[src/rtl/mux_arb_pkg.sv]
// mux_arb_pkg: shared constants, FSM state type and index helpers for the
// round-robin 8:1 mux select arbiter.
//   NUM_REQ : number of requesters / mux data inputs
//   SEL_W   : width of the mux select bus
//   state_e : arbiter FSM states
package mux_arb_pkg;

    localparam int unsigned NUM_REQ = 8;
    localparam int unsigned SEL_W   = 3;

    typedef enum logic [1:0] {
        IDLE,
        SETTLE,
        OWN
    } state_e;

    // Select index -> one-hot grant vector.
    function automatic logic [NUM_REQ-1:0] sel_to_onehot(input logic [SEL_W-1:0] sel);
        logic [NUM_REQ-1:0] oh;
        oh      = '0;
        oh[sel] = 1'b1;
        return oh;
    endfunction

    // Next index modulo NUM_REQ; relies on SEL_W-bit wraparound.
    function automatic logic [SEL_W-1:0] next_idx(input logic [SEL_W-1:0] idx);
        return idx + SEL_W'(1);
    endfunction

endpackage

[src/rtl/mux_8_1_rr_arbiter_rr_pick.sv]
// rr_pick: combinational rotating priority encoder.
// Finds the first set request scanning ptr, ptr+1, ... wrapping modulo NUM_REQ.
//   req : request vector
//   ptr : index with highest priority
//   win : winning index (equals ptr when nothing is requested)
//   any : at least one request is set
module rr_pick
    import mux_arb_pkg::*;
(
    input  logic [NUM_REQ-1:0] req,
    input  logic [SEL_W-1:0]   ptr,
    output logic [SEL_W-1:0]   win,
    output logic               any
);

    logic [2*NUM_REQ-1:0] dbl;
    logic [NUM_REQ-1:0]   rot;
    logic [SEL_W-1:0]     off;

    always_comb begin
        // Rotate so that bit 0 of rot is requester ptr.
        dbl = {req, req} >> ptr;
        rot = dbl[NUM_REQ-1:0];
        off = '0;
        for (int k = NUM_REQ - 1; k >= 0; k--) begin
            if (rot[k]) begin
                off = SEL_W'(k);
            end
        end
        any = |req;
        win = ptr + off;
    end

endmodule

[src/rtl/mux_8_1_rr_arbiter.sv]
// mux_8_1_rr_arbiter: round-robin owner selection for a shared 8:1 data mux.
// Drives the mux select S, waits SETTLE_CYCLES for the mux path to settle,
// then asserts a registered one-hot GNT together with VALID.
// Optional feature macro: RR_SEL_LOCK_EN adds the LOCK input, which lets the
// current owner keep its grant past MAX_HOLD.
//   CLK   : clock, rising edge
//   RST   : synchronous active-high reset
//   REQ   : request vector, one bit per requester
//   LOCK  : owner extends grant past MAX_HOLD (RR_SEL_LOCK_EN only)
//   S     : mux select = index of current/last owner
//   GNT   : one-hot grant
//   VALID : mux output belongs to owner S this cycle
module mux_8_1_rr_arbiter
    import mux_arb_pkg::*;
#(
    parameter int unsigned SETTLE_CYCLES = 1,  // 1..4
    parameter int unsigned MAX_HOLD      = 16  // 1..256
) (
    input  logic               CLK,
    input  logic               RST,
    input  logic [NUM_REQ-1:0] REQ,
`ifdef RR_SEL_LOCK_EN
    input  logic               LOCK,
`endif
    output logic [SEL_W-1:0]   S,
    output logic [NUM_REQ-1:0] GNT,
    output logic               VALID
);

    localparam int unsigned CNT_W = (MAX_HOLD > 1) ? $clog2(MAX_HOLD) : 1;
    localparam logic [CNT_W-1:0] HOLD_LIMIT = CNT_W'(MAX_HOLD - 1);
    // Settle countdown reaches zero in the last settle cycle. After a release
    // the release cycle itself precedes the settle window, hence one extra.
    localparam logic [2:0] SETTLE_LOAD     = 3'(SETTLE_CYCLES - 1);
    localparam logic [2:0] SETTLE_LOAD_REL = 3'(SETTLE_CYCLES);

    state_e             state_q, state_d;
    logic [SEL_W-1:0]   s_q, s_d;
    logic [NUM_REQ-1:0] gnt_q, gnt_d;
    logic               valid_q, valid_d;
    logic [SEL_W-1:0]   ptr_q, ptr_d;
    logic [CNT_W-1:0]   cnt_q, cnt_d;
    logic [2:0]         settle_q, settle_d;

    logic [SEL_W-1:0]   pick_ptr;
    logic [SEL_W-1:0]   pick_win;
    logic               pick_any;
    logic               lock_hold;
    logic               release_own;

`ifdef RR_SEL_LOCK_EN
    assign lock_hold = LOCK;
`else
    assign lock_hold = 1'b0;
`endif

    // In OWN the only pick that matters is the one made at release, which
    // must start from the pointer being written, i.e. owner + 1.
    assign pick_ptr = (state_q == OWN) ? next_idx(s_q) : ptr_q;

    rr_pick u_rr_pick (
        .req (REQ),
        .ptr (pick_ptr),
        .win (pick_win),
        .any (pick_any)
    );

    assign release_own = !REQ[s_q] || ((cnt_q == HOLD_LIMIT) && !lock_hold);

    always_comb begin
        state_d  = state_q;
        s_d      = s_q;
        gnt_d    = gnt_q;
        valid_d  = valid_q;
        ptr_d    = ptr_q;
        cnt_d    = cnt_q;
        settle_d = settle_q;
        unique case (state_q)
            IDLE: begin
                if (pick_any) begin
                    s_d      = pick_win;
                    settle_d = SETTLE_LOAD;
                    state_d  = SETTLE;
                end
            end
            SETTLE: begin
                // REQ is deliberately ignored here: the grant is always issued.
                if (settle_q == 3'd0) begin
                    gnt_d   = sel_to_onehot(s_q);
                    valid_d = 1'b1;
                    cnt_d   = '0;
                    state_d = OWN;
                end else begin
                    settle_d = settle_q - 3'd1;
                end
            end
            OWN: begin
                if (release_own) begin
                    gnt_d   = '0;
                    valid_d = 1'b0;
                    ptr_d   = next_idx(s_q);
                    if (pick_any) begin
                        s_d      = pick_win;
                        settle_d = SETTLE_LOAD_REL;
                        state_d  = SETTLE;
                    end else begin
                        state_d = IDLE;
                    end
                end else if (cnt_q != HOLD_LIMIT) begin
                    cnt_d = cnt_q + CNT_W'(1);
                end
            end
            default: begin
                state_d = IDLE;
            end
        endcase
    end

    always_ff @(posedge CLK) begin
        if (RST) begin
            state_q  <= IDLE;
            s_q      <= '0;
            gnt_q    <= '0;
            valid_q  <= 1'b0;
            ptr_q    <= '0;
            cnt_q    <= '0;
            settle_q <= '0;
        end else begin
            state_q  <= state_d;
            s_q      <= s_d;
            gnt_q    <= gnt_d;
            valid_q  <= valid_d;
            ptr_q    <= ptr_d;
            cnt_q    <= cnt_d;
            settle_q <= settle_d;
        end
    end

    assign S     = s_q;
    assign GNT   = gnt_q;
    assign VALID = valid_q;

endmodule

[config.mk]
export PLATFORM = sky130hd
export DESIGN_NAME = mux_8_1_rr_arbiter
export DESIGN_NICKNAME = d
export VERILOG_FILES = /design/src/rtl/mux_arb_pkg.sv /design/src/rtl/mux_8_1_rr_arbiter_rr_pick.sv /design/src/rtl/mux_8_1_rr_arbiter.sv
export SDC_FILE = /design/constraint.sdc
export NUM_CORES = 1
export LEC_CHECK = 0
export CAP_MARGIN = 20
export CORE_ASPECT_RATIO = 0.8
export CORE_MARGIN = 5
export CORE_UTILIZATION = 50
export DETAILED_ROUTE_END_ITERATION = 8
export HOLD_SLACK_MARGIN = 0.03
export PLACE_DENSITY = 0.71
export SLEW_MARGIN = 5
export SYNTH_ARGS = -nofsm -noshare
export SYNTH_HDL_FRONTEND = slang
export SYNTH_HIERARCHICAL = 1
export SYNTH_SLANG_ARGS = --single-unit
export TNS_END_PERCENT = 50
[constraint.sdc]
create_clock -name CLK -period 5.9 [get_ports CLK]
set_clock_uncertainty 0.1 [all_clocks]
set_input_delay 0.59 -clock CLK [delete_from_list [all_inputs] [get_ports CLK]]
set_output_delay 0.59 -clock CLK [all_outputs]
set_load 0.03 [all_outputs]
=== Word-level counts from Yosys, hierarchy flattened ===
Cells that the tools add are included.

* Shifts and indexed selects: 1
* Multiplexer cells: 36
* Eq/ne operators: 11
* Reduce and logical (&&, ||, !) cells: 15
* Order comparisons: 2
* Add/subtract/negate cells: 4

{| class="wikitable"
|+ Operators by type and width
! kind !! count
|-
| $mux W3 || 15
|-
| $mux W8 || 2
|-
| $pmux W8 S2 || 1
|-
| $shr A16 B3 Y8 || 1
|-
| $mux W4 || 3
|-
| $ne A2 B2 Y1 const B || 6
|-
| $pmux W3 S3 || 1
|-
| $pmux W4 S2 || 1
|-
| $reduce_or A8 Y1 || 1
|-
| $mux W2 || 3
|-
| $pmux W2 S3 || 1
|-
| $pmux W3 S2 || 1
|-
| $reduce_and A3 Y1 || 2
|-
| $mux W1 || 5
|-
| $reduce_and A5 Y1 || 1
|-
| $add A4 B1 Y4 const B || 1
|-
| $eq A4 B4 Y1 const B || 1
|-
| $lt A3 B4 Y1 const B || 1
|-
| $ne A4 B4 Y1 const B || 1
|-
| $reduce_and A2 Y1 || 2
|-
| $reduce_and A4 Y1 || 1
|-
| $reduce_bool A2 Y1 || 2
|-
| $add A3 B1 Y3 const B || 1
|-
| $add A3 B3 Y3 || 1
|-
| other kinds (14) || 14
|}

* Word-level logic and storage cells: 76
* Bits in registers: 24
* Bits of input ports: 10

=== Depth between registers and ports, before layout ===
Gate-level depths: netlist (run 1).

* Depth after elaboration: 15
* Depth in mapped cells: 19
* Gate-level depth less buffers: 16

=== Cells and area by module ===
Netlist (run 1), hierarchy kept.

{| class="wikitable"
|+ Modules (own cells, without submodules)
! module !! seq. area each (sq um) !! times used !! area each (sq um) !! cells an instance
|-
| mux_8_1_rr_arbiter || 480.5 || 1 || 1,331.3 || 160
|-
| rr_pick || 0.0 || 1 || 519.2 || 50
|}

=== Worst setup path before layout (run 1) ===
OpenSTA, ideal clock, no wires.

* Kind: register to register
* Start: register state_q[0]
* End: register s_q[2] (netlist: S[2])
* Buffers on the path: 3
* Data required time: 5,730 ps
* Stages on the path, launching flop included: 20
* Setup slack: 1,477 ps
* Library setup time: 70 ps
* Arrival time: 4,252 ps
* Path through: dfxtp_1 -> inv_1 -> ha_1 -> clkbuf_1 -> buf_1 -> nor2_1 -> a21oi_1 -> buf_6 -> mux4_1 -> mux2i_1 -> o311ai_0 -> a21bo_2 -> a31oi_1 -> ha_1 -> inv_1 -> fa_1 -> xnor2_1 -> xnor2_1 -> or3b_2 -> a21oi_1

* Cells in the longest elaborated chain, start to end: 15
* Elaborated cells between the ends (all ways): 19
* Those cells by class: add/sub (1); eq/ne (2); shift (1); mux (12); reduce/logical (3)

{| class="wikitable"
|+ Ends and longest elaborated chain
! item !! line !! RTL
|-
| start: declaration || mux_8_1_rr_arbiter.sv:37 || <nowiki>state_e state_q, state_d;</nowiki>
|-
| start signal: assignment || mux_8_1_rr_arbiter.sv:129 || <nowiki>state_q <= state_d;</nowiki>
|-
| $eq A2 B2 Y1 * || mux_8_1_rr_arbiter.sv:59 || <nowiki>assign pick_ptr = (state_q == OWN) ? next_idx(s_q) : ptr_q;</nowiki>
|-
| $mux W3 * || mux_8_1_rr_arbiter.sv:59 ||
|-
| net pick_ptr[0] || mux_8_1_rr_arbiter.sv:45 || <nowiki>logic [SEL_W-1:0] pick_ptr;</nowiki>
|-
| $shr A16 B3 Y8 || mux_8_1_rr_arbiter_rr_pick.sv:22 || <nowiki>dbl = {req, req} >> ptr;</nowiki>
|-
| $mux W3 (8 in a row) || mux_8_1_rr_arbiter_rr_pick.sv:26 || <nowiki>if (rot[k]) begin</nowiki>
|-
| $add A3 B3 Y3 * || mux_8_1_rr_arbiter_rr_pick.sv:31 || <nowiki>win = ptr + off;</nowiki>
|-
| net pick_win[2] || mux_8_1_rr_arbiter.sv:46 || <nowiki>logic [SEL_W-1:0] pick_win;</nowiki>
|-
| $mux W3 * || mux_8_1_rr_arbiter.sv:80, mux_8_1_rr_arbiter.sv:102 ||
|-
| $mux W3 || mux_8_1_rr_arbiter.sv:98 || <nowiki>if (release_own) begin</nowiki>
|-
| $pmux W3 S2 * || mux_8_1_rr_arbiter.sv:78 || <nowiki>unique case (state_q)</nowiki>
|-
| end signal: assignment || mux_8_1_rr_arbiter.sv:122 || <nowiki>s_q <= '0;</nowiki>
|-
| end signal: assignment || mux_8_1_rr_arbiter.sv:130 || <nowiki>s_q <= s_d;</nowiki>
|-
| end: declaration || mux_8_1_rr_arbiter.sv:38 || <nowiki>logic [SEL_W-1:0] s_q, s_d;</nowiki>
|}

Mark *: on every way through the listed nets, which the timed path passes. The rest lies on a longest branch. The select of a mux whose other input is x is not followed.
A chain may end at the register's enable or synchronous reset.

=== Worst setup path in the final report (run 1) ===
Same ends and word-level chain as after synthesis.

==> results of run 1 <==
==> metrics by stage <==
step | hold slack (ps) | util
2_1_floorplan | 338.1 | -
3_5_place_dp | 369.0 | 0.5900
6_report | 374.7 | 0.6126
3_3_place_gp | 350.3 | 0.5900
5_1_grt | 417.9 | 0.6126
4_1_cts | 381.0 | 0.6105
==> flip-flops by register name (all words and copies together), names as in the netlist <==
| register | count |
|---|---|
| GNT | 8 |
| state_q | 2 |
| cnt_q | 4 |
| VALID | 1 |
| S | 3 |
| ptr_q | 3 |
| settle_q | 3 |
==> report_power, final <==
part | internal, mW | total, mW | switching, mW
Combinational | 0.268 | 0.609 | 0.340
Clock | 0.0907 | 0.142 | 0.0510
Sequential | 0.192 | 0.224 | 0.0315
Total | 0.551 | 0.974 | 0.423
==> placed cells by master (no fill, tap or decap), types with 5 or more instances in the layout <==
master,Yosys,routed
nand3_1,6,6
a211oi_1,5,5
mux4_1,7,7
inv_1,13,13
dfxtp_1,24,24
mux2_2,9,9
o21ai_0,17,17
nor3_1,6,6
nand2_1,19,19
a21oi_1,20,20
ha_1,9,9
nor2_1,9,9
clkdlybuf4s50_1,0,21
mux2i_1,8,8
==> area by class of cell <==
class                           instances  area (sq um)  share of cell area
Sequential cell                        24         480.5              0.2244
Inverter                               13         48.80             0.02279
Clock inverter                          1         30.03             0.01403
Multi-Input combinational cell        162          1262              0.5897
Tap cell                               42         52.55             0.02455
Clock buffer                            3         41.29             0.01929
Timing Repair Buffer                   23         225.2              0.1052
==> kinds of logic after synthesis <==
logic type                 count (synthesis)  synth area share
muxes                                     26            0.2137
and+or+nand+nor                           61            0.1677
adders and majority gates                 10           0.07167
buffers and inverters                     24           0.05815
xor gates and xnor gates                   3           0.01420
DFF                                       24            0.2596
AOI/OAI and AO/OA                         62            0.2150
==> per-layer routing <==
| layer | GRT usage | vias up | part of all wire |
|---|---|---|---|
| met5 | 0 | - | 0 |
| met4 | 0.05274 | 0 | 0.015 |
| li1 | - | 815 | - |
| met2 | 0.2656 | 41 | 0.47 |
| met3 | 0.03601 | 9 | 0.044 |
| met1 | 0.2549 | 780 | 0.47 |
==> worst max-delay path: stages (launching register included) <==
cell	delay, ps
dfxtp_1	340
inv_1	90
ha_1	610
nor2_1	80
a21oi_1	720
inv_1	270
mux2i_1	300
o311ai_0	200
a21bo_2	240
a31oi_1	170
ha_1	170
inv_1	50
fa_1	370
xnor2_1	140
xnor2_1	170
or3b_2	450
a21oi_1	130
==> cell usage after synthesis (all sizes together) (2+ instances only) <==
cell type / n / area share
nor3b: 3 / 0.012
a21oi: 20 / 0.054
dfxtp: 24 / 0.26
and2: 3 / 0.010
a211oi: 6 / 0.027
buf: 5 / 0.020
or3b: 3 / 0.014
nand3: 6 / 0.016
ha: 9 / 0.061
inv: 13 / 0.026
and3: 2 / 0.0068
mux2i: 8 / 0.043
o21ai: 18 / 0.049
clkbuf: 6 / 0.012
nand2: 19 / 0.039
o211ai: 3 / 0.012
nor3: 6 / 0.016
mux2: 11 / 0.071
or4: 2 / 0.0081
xnor2: 3 / 0.014
o211a: 2 / 0.015
nor2: 9 / 0.018
mux4: 7 / 0.099
nor4: 3 / 0.010
o32ai: 2 / 0.0095
a31oi: 2 / 0.0068
nor2b: 3 / 0.010
==> worst paths after layout <==
path,from,end,cells after the start
worst min register to register,settle_q[0]$_SDFFE_PP0P_,settle_q[0]$_SDFFE_PP0P_,2
worst max register to register,state_q[0]$_SDFFE_PP0P_,S[2]$_SDFFE_PP0P_,16
worst max-delay path,state_q[0]$_SDFFE_PP0P_,S[2]$_SDFFE_PP0P_,16
worst min-delay path,settle_q[0]$_SDFFE_PP0P_,settle_q[0]$_SDFFE_PP0P_,2
==> impl_metrics.env, run 1 <==
export IMPL_status="finished clean"
export IMPL_stdcell_count=268
export IMPL_yosys_most_used_dff="dfxtp_1"
export IMPL_syn_to_final_growth_pct=15.69
export IMPL_synthCells=210
export IMPL_numCtsBuffers=3
export IMPL_nNetsFinal=247
export IMPL_dp_cells=263
export IMPL_syn_area_sq_um=1851
export IMPL_synth_fp_nets=230
export IMPL_post_cts_setup_buffer_count=0
export IMPL_finalSetupViolCount=0
export IMPL_antenna_found_initial=0
export IMPL_globalplace_congestion=0.7812
export IMPL_regToRegSetupSlack_ps=1220
export IMPL_ctsResizeCount=0
export IMPL_synth_area_per_cell_sq_um=8.812
export IMPL_async_reset_ff_frac=0
export IMPL_peakVddDrop_uv=264.3
export IMPL_initial_core_util=0.5295
export IMPL_route_detailed_drc=0
export IMPL_die_w_microns=78.02
export IMPL_cts_path_max_buffers=2
export IMPL_firstDrtPassIters=4
export IMPL_vias=1645
export IMPL_fillCellCount=306
export IMPL_boundaryPins=22
export IMPL_overflow=0
export IMPL_wl_microns=4135
export IMPL_grt_pass1_vias=1558
export IMPL_synth_edf_count=0
export IMPL_core_area_sq_um=3495
export IMPL_p_per_area_nw_per_um2=454.9
export IMPL_cts_hold_fix_buffers=0
export IMPL_post_route_min_period_ps=4684
export IMPL_port_buffers=21
export IMPL_fmax_mhz=213.5
export IMPL_antenna_cells=0
export IMPL_die_y_microns=64.42
export IMPL_rsz0062_at_grt="false"
export IMPL_critPathCaptureType="flop"
export IMPL_cts_tree="done"
export IMPL_worst_slack_ps=1216
export IMPL_synth_seq_cells=24
export IMPL_cp_required_ps=5990
export IMPL_startpoint_type="flop"
export IMPL_die_area_sq_um=5025
export IMPL_synth_cell_type_count=45
export IMPL_max_cap_viol_count=0
export IMPL_critPathMaxFanout=22
export IMPL_cellLeakagePower_nw=0.7779
export IMPL_htreeDepth=1
export IMPL_cts_num_sinks=24
export IMPL_synth_warning_count=6
export IMPL_grt_use_total=0.1764
export IMPL_tightest_slew_ps=910.4
export IMPL_via_per_inst=6.138
export IMPL_hp_class="flop to flop"
export IMPL_yosysSeqAreaShare=0.2596
export IMPL_dpl_instance_area_sq_um=2062
export IMPL_clkLatencyLatePin_ps=270
export IMPL_design_area_sq_um=2141
export IMPL_cts_root_buf="clkbuf_8"
export IMPL_place_ws_ps=1244
export IMPL_grt_first_pass_wirelength_microns=7431
export IMPL_max_slew_margin=0.3931
export IMPL_grt_max_degree=25
export IMPL_clk_pin_slew_ps=90
export IMPL_dp_hpwl_microns=3137
export IMPL_crit_type="flop to flop"
export IMPL_arrival_ps=4770
export IMPL_drive_above_1_share=0.1106
export IMPL_drt_iter0_drc=98
export IMPL_hold_viol_final=0
export IMPL_wl_per_cell_microns=15.43
export IMPL_slew_viol_final=0
export IMPL_tns_ps=0
export IMPL_rows=19
export IMPL_finalCritPeriodShare=0.7939
export IMPL_p_total_mw=0.9739
export IMPL_postRouteAntennaNets=0
No activity file was read; power rests on OpenSTA's default activity.
==> run 2, diff against run 1 <==
PLACE_DENSITY = 0.73   (was 0.71)
clock period = 4 ns   (was 5.9 ns; I/O delays follow)
==> impl_metrics.env, run 2 (synthesis results as in run 1) <==
export IMPL_largest_reg_flops=8
export IMPL_cts_num_sinks=24
export IMPL_finalSetupViolCount=0
export IMPL_firstDrtPassIters=4
export IMPL_design_area_sq_um=2255
export IMPL_nNetsFinal=257
export IMPL_overflow=0
export IMPL_grt_busiest_layer="met2"
export IMPL_p_clk_frac=0.135
export IMPL_cts_tree="done"
export IMPL_slew_viol_final=0
export IMPL_fillCellCount=316
export IMPL_cts_hold_fix_buffers=0
export IMPL_vias=1645
export IMPL_boundaryPins=22
export IMPL_dp_cells=272
export IMPL_core_area_sq_um=3495
export IMPL_switching_share=0.4254
export IMPL_hp_class="flop to flop"
export IMPL_fin_hold_ws_ps=361.6
export IMPL_area_sequential_sq_um=483.0
export IMPL_die_y_microns=64.42
export IMPL_layout_commonest_cell="dfxtp_1"
export IMPL_multiInputGateArea_sq_um=1295
export IMPL_cts_path_max_buffers=2
export IMPL_clkLatencyLatePin_ps=270
export IMPL_max_slew_margin=0.4013
export IMPL_grt_use_total=0.1766
export IMPL_globalplace_congestion=0.8631
export IMPL_htreeDepth=1
export IMPL_port_buffers=21
export IMPL_cts_root_buf="clkbuf_8"
export IMPL_power_frac_comb=0.663
export IMPL_path_cells="inv_2, ha_4, nor2_1, a21oi_4, mux4_2, mux2i_1, o311ai_1, a21bo_2, a31oi_1, ha_2, inv_1, fa_1, xnor2_1, xnor2_1, or3b_4, a21oi_2"
export IMPL_stdcell_count=278
export IMPL_critPathMaxStageDelay_ps=560
export IMPL_hold_viol_final=0
export IMPL_met2_usage=0.2771
export IMPL_postRouteAntennaNets=0
export IMPL_max_cap_viol_count=0
export IMPL_antenna_found_initial=0
export IMPL_wl_per_cell_microns=15.48
export IMPL_critPathCaptureType="flop"
export IMPL_post_route_min_period_ps=3736
export IMPL_via_per_inst=5.917
export IMPL_status="finished clean"
export IMPL_dpl_instance_area_sq_um=2140
export IMPL_clk_pin_slew_ps=90
export IMPL_wl_microns=4303
export IMPL_tightest_slew_ps=895.3
export IMPL_die_area_sq_um=5025
export IMPL_grt_first_pass_wirelength_microns=7417
export IMPL_grt_pass1_vias=1560
export IMPL_rsz0062_at_grt="false"
export IMPL_antenna_cells=0
export IMPL_use_met1=0.2573
export IMPL_die_w_microns=78.02
export IMPL_rows=19
export IMPL_power_frac_seq=0.203
export IMPL_p_total_mw=1.555
export IMPL_p_int_mw=0.8935
export IMPL_arrival_ps=3830
export IMPL_drive_above_1_share=0.2076
export IMPL_peakVddDrop_uv=539.7
export IMPL_slowest_stage="mux4_2"
export IMPL_crit_top_cell="xnor2_1"
export IMPL_critPathMaxFanout=6
export IMPL_drt_iter0_drc=76
export IMPL_cellLeakagePower_nw=0.8219
export IMPL_fmax_mhz=267.7
export IMPL_p_per_area_nw_per_um2=689.7
export IMPL_cp_required_ps=4100
export IMPL_use_met3=0.03740
export IMPL_final_cell_mix="22 x dfxtp_1, 21 x clkdlybuf4s50_1, 19 x nand2_1, 17 x o21ai_0, 17 x a21oi_1"
export IMPL_switchingPower_mw=0.6615
export IMPL_initial_core_util=0.5295
export IMPL_crit_type="flop to flop"
export IMPL_syn_to_final_growth_pct=21.84
export IMPL_dp_hpwl_microns=3159
export IMPL_startpoint_type="flop"
export IMPL_grt_max_degree=25
export IMPL_numCtsBuffers=3
export IMPL_tns_ps=0
export IMPL_route_detailed_drc=0
export IMPL_finalCritPeriodShare=0.9340
run 2: cell count changes in the layout (fill, tap and decap cells not counted), sizes merged:
| cell | before | now |
|---|---|---|
| buf | 2 | 12 |
run 2: cell type report:
cell class              instances  share of cell area
multi-input cells             162              0.5744
flip-flops and latches         24              0.2142
repair buffers                 33              0.1349
well taps                      42             0.02331
inverters                      13             0.02164
clock buffers                   3             0.01831
clock inverters                 1             0.01332
run 2: per-layer routing:
layer / up-vias / share of wire
met2: 39 / 0.46
met1: 767 / 0.49
met4: 0 / 0.0030
li1: 837 / -
met3: 2 / 0.047
met5: - / 0
run 2: metrics by stage:
step             util  worst slack (ps)
6_report       0.6452             264.0
3_5_place_dp   0.6122             58.19
3_3_place_gp   0.6122             147.2
5_1_grt        0.6452             28.15
2_1_floorplan       -            0.7683
4_1_cts        0.6327             51.33
run 2: worst max-delay path, delay by kind of cell, from the launching register on:
kind | cells | cell delay (ps)
AO/OA/AOI/OAI | 5 | 870
XOR/XNOR | 2 | 300
adder cells (fa/ha/maj) | 3 | 730
buffers and inverters | 2 | 120
flip-flops | 1 | 340
multiplexers | 2 | 750
AND/OR/NAND/NOR | 2 | 450
run 2: repair_timing:
| action | 4_1_cts | 5_1_grt |
|---|---|---|
| setup buffers | 0 | 1 |
| gates resized for setup | 0 | 15 |
| setup endpoints to repair | 0 | 1 |
run 2: power groups by stage:
| stage | registers (mW) | clock network (mW) | logic [mW] |
|---|---|---|---|
| detailed placement | 0.316 | 0 | 0.952 |
| finish | 0.315 | 0.209 | 1.03 |
| floorplan | 0.351 | 0 | 0.706 |
| global route | 0.322 | 0.226 | 1.15 |
| global placement | 0.314 | 0 | 0.943 |
| CTS | 0.311 | 0.216 | 0.957 |
run 2: path summary, 6_finish.rpt:
kind,start,to,slack (ps),depth (start not counted)
setup / recovery,state_q[0]$_SDFFE_PP0P_,S[2]$_SDFFE_PP0P_,260,16
hold / removal,settle_q[0]$_SDFFE_PP0P_,settle_q[0]$_SDFFE_PP0P_,360,2
setup reg to reg,state_q[0]$_SDFFE_PP0P_,S[2]$_SDFFE_PP0P_,260,16
hold reg to reg,settle_q[0]$_SDFFE_PP0P_,settle_q[0]$_SDFFE_PP0P_,360,2
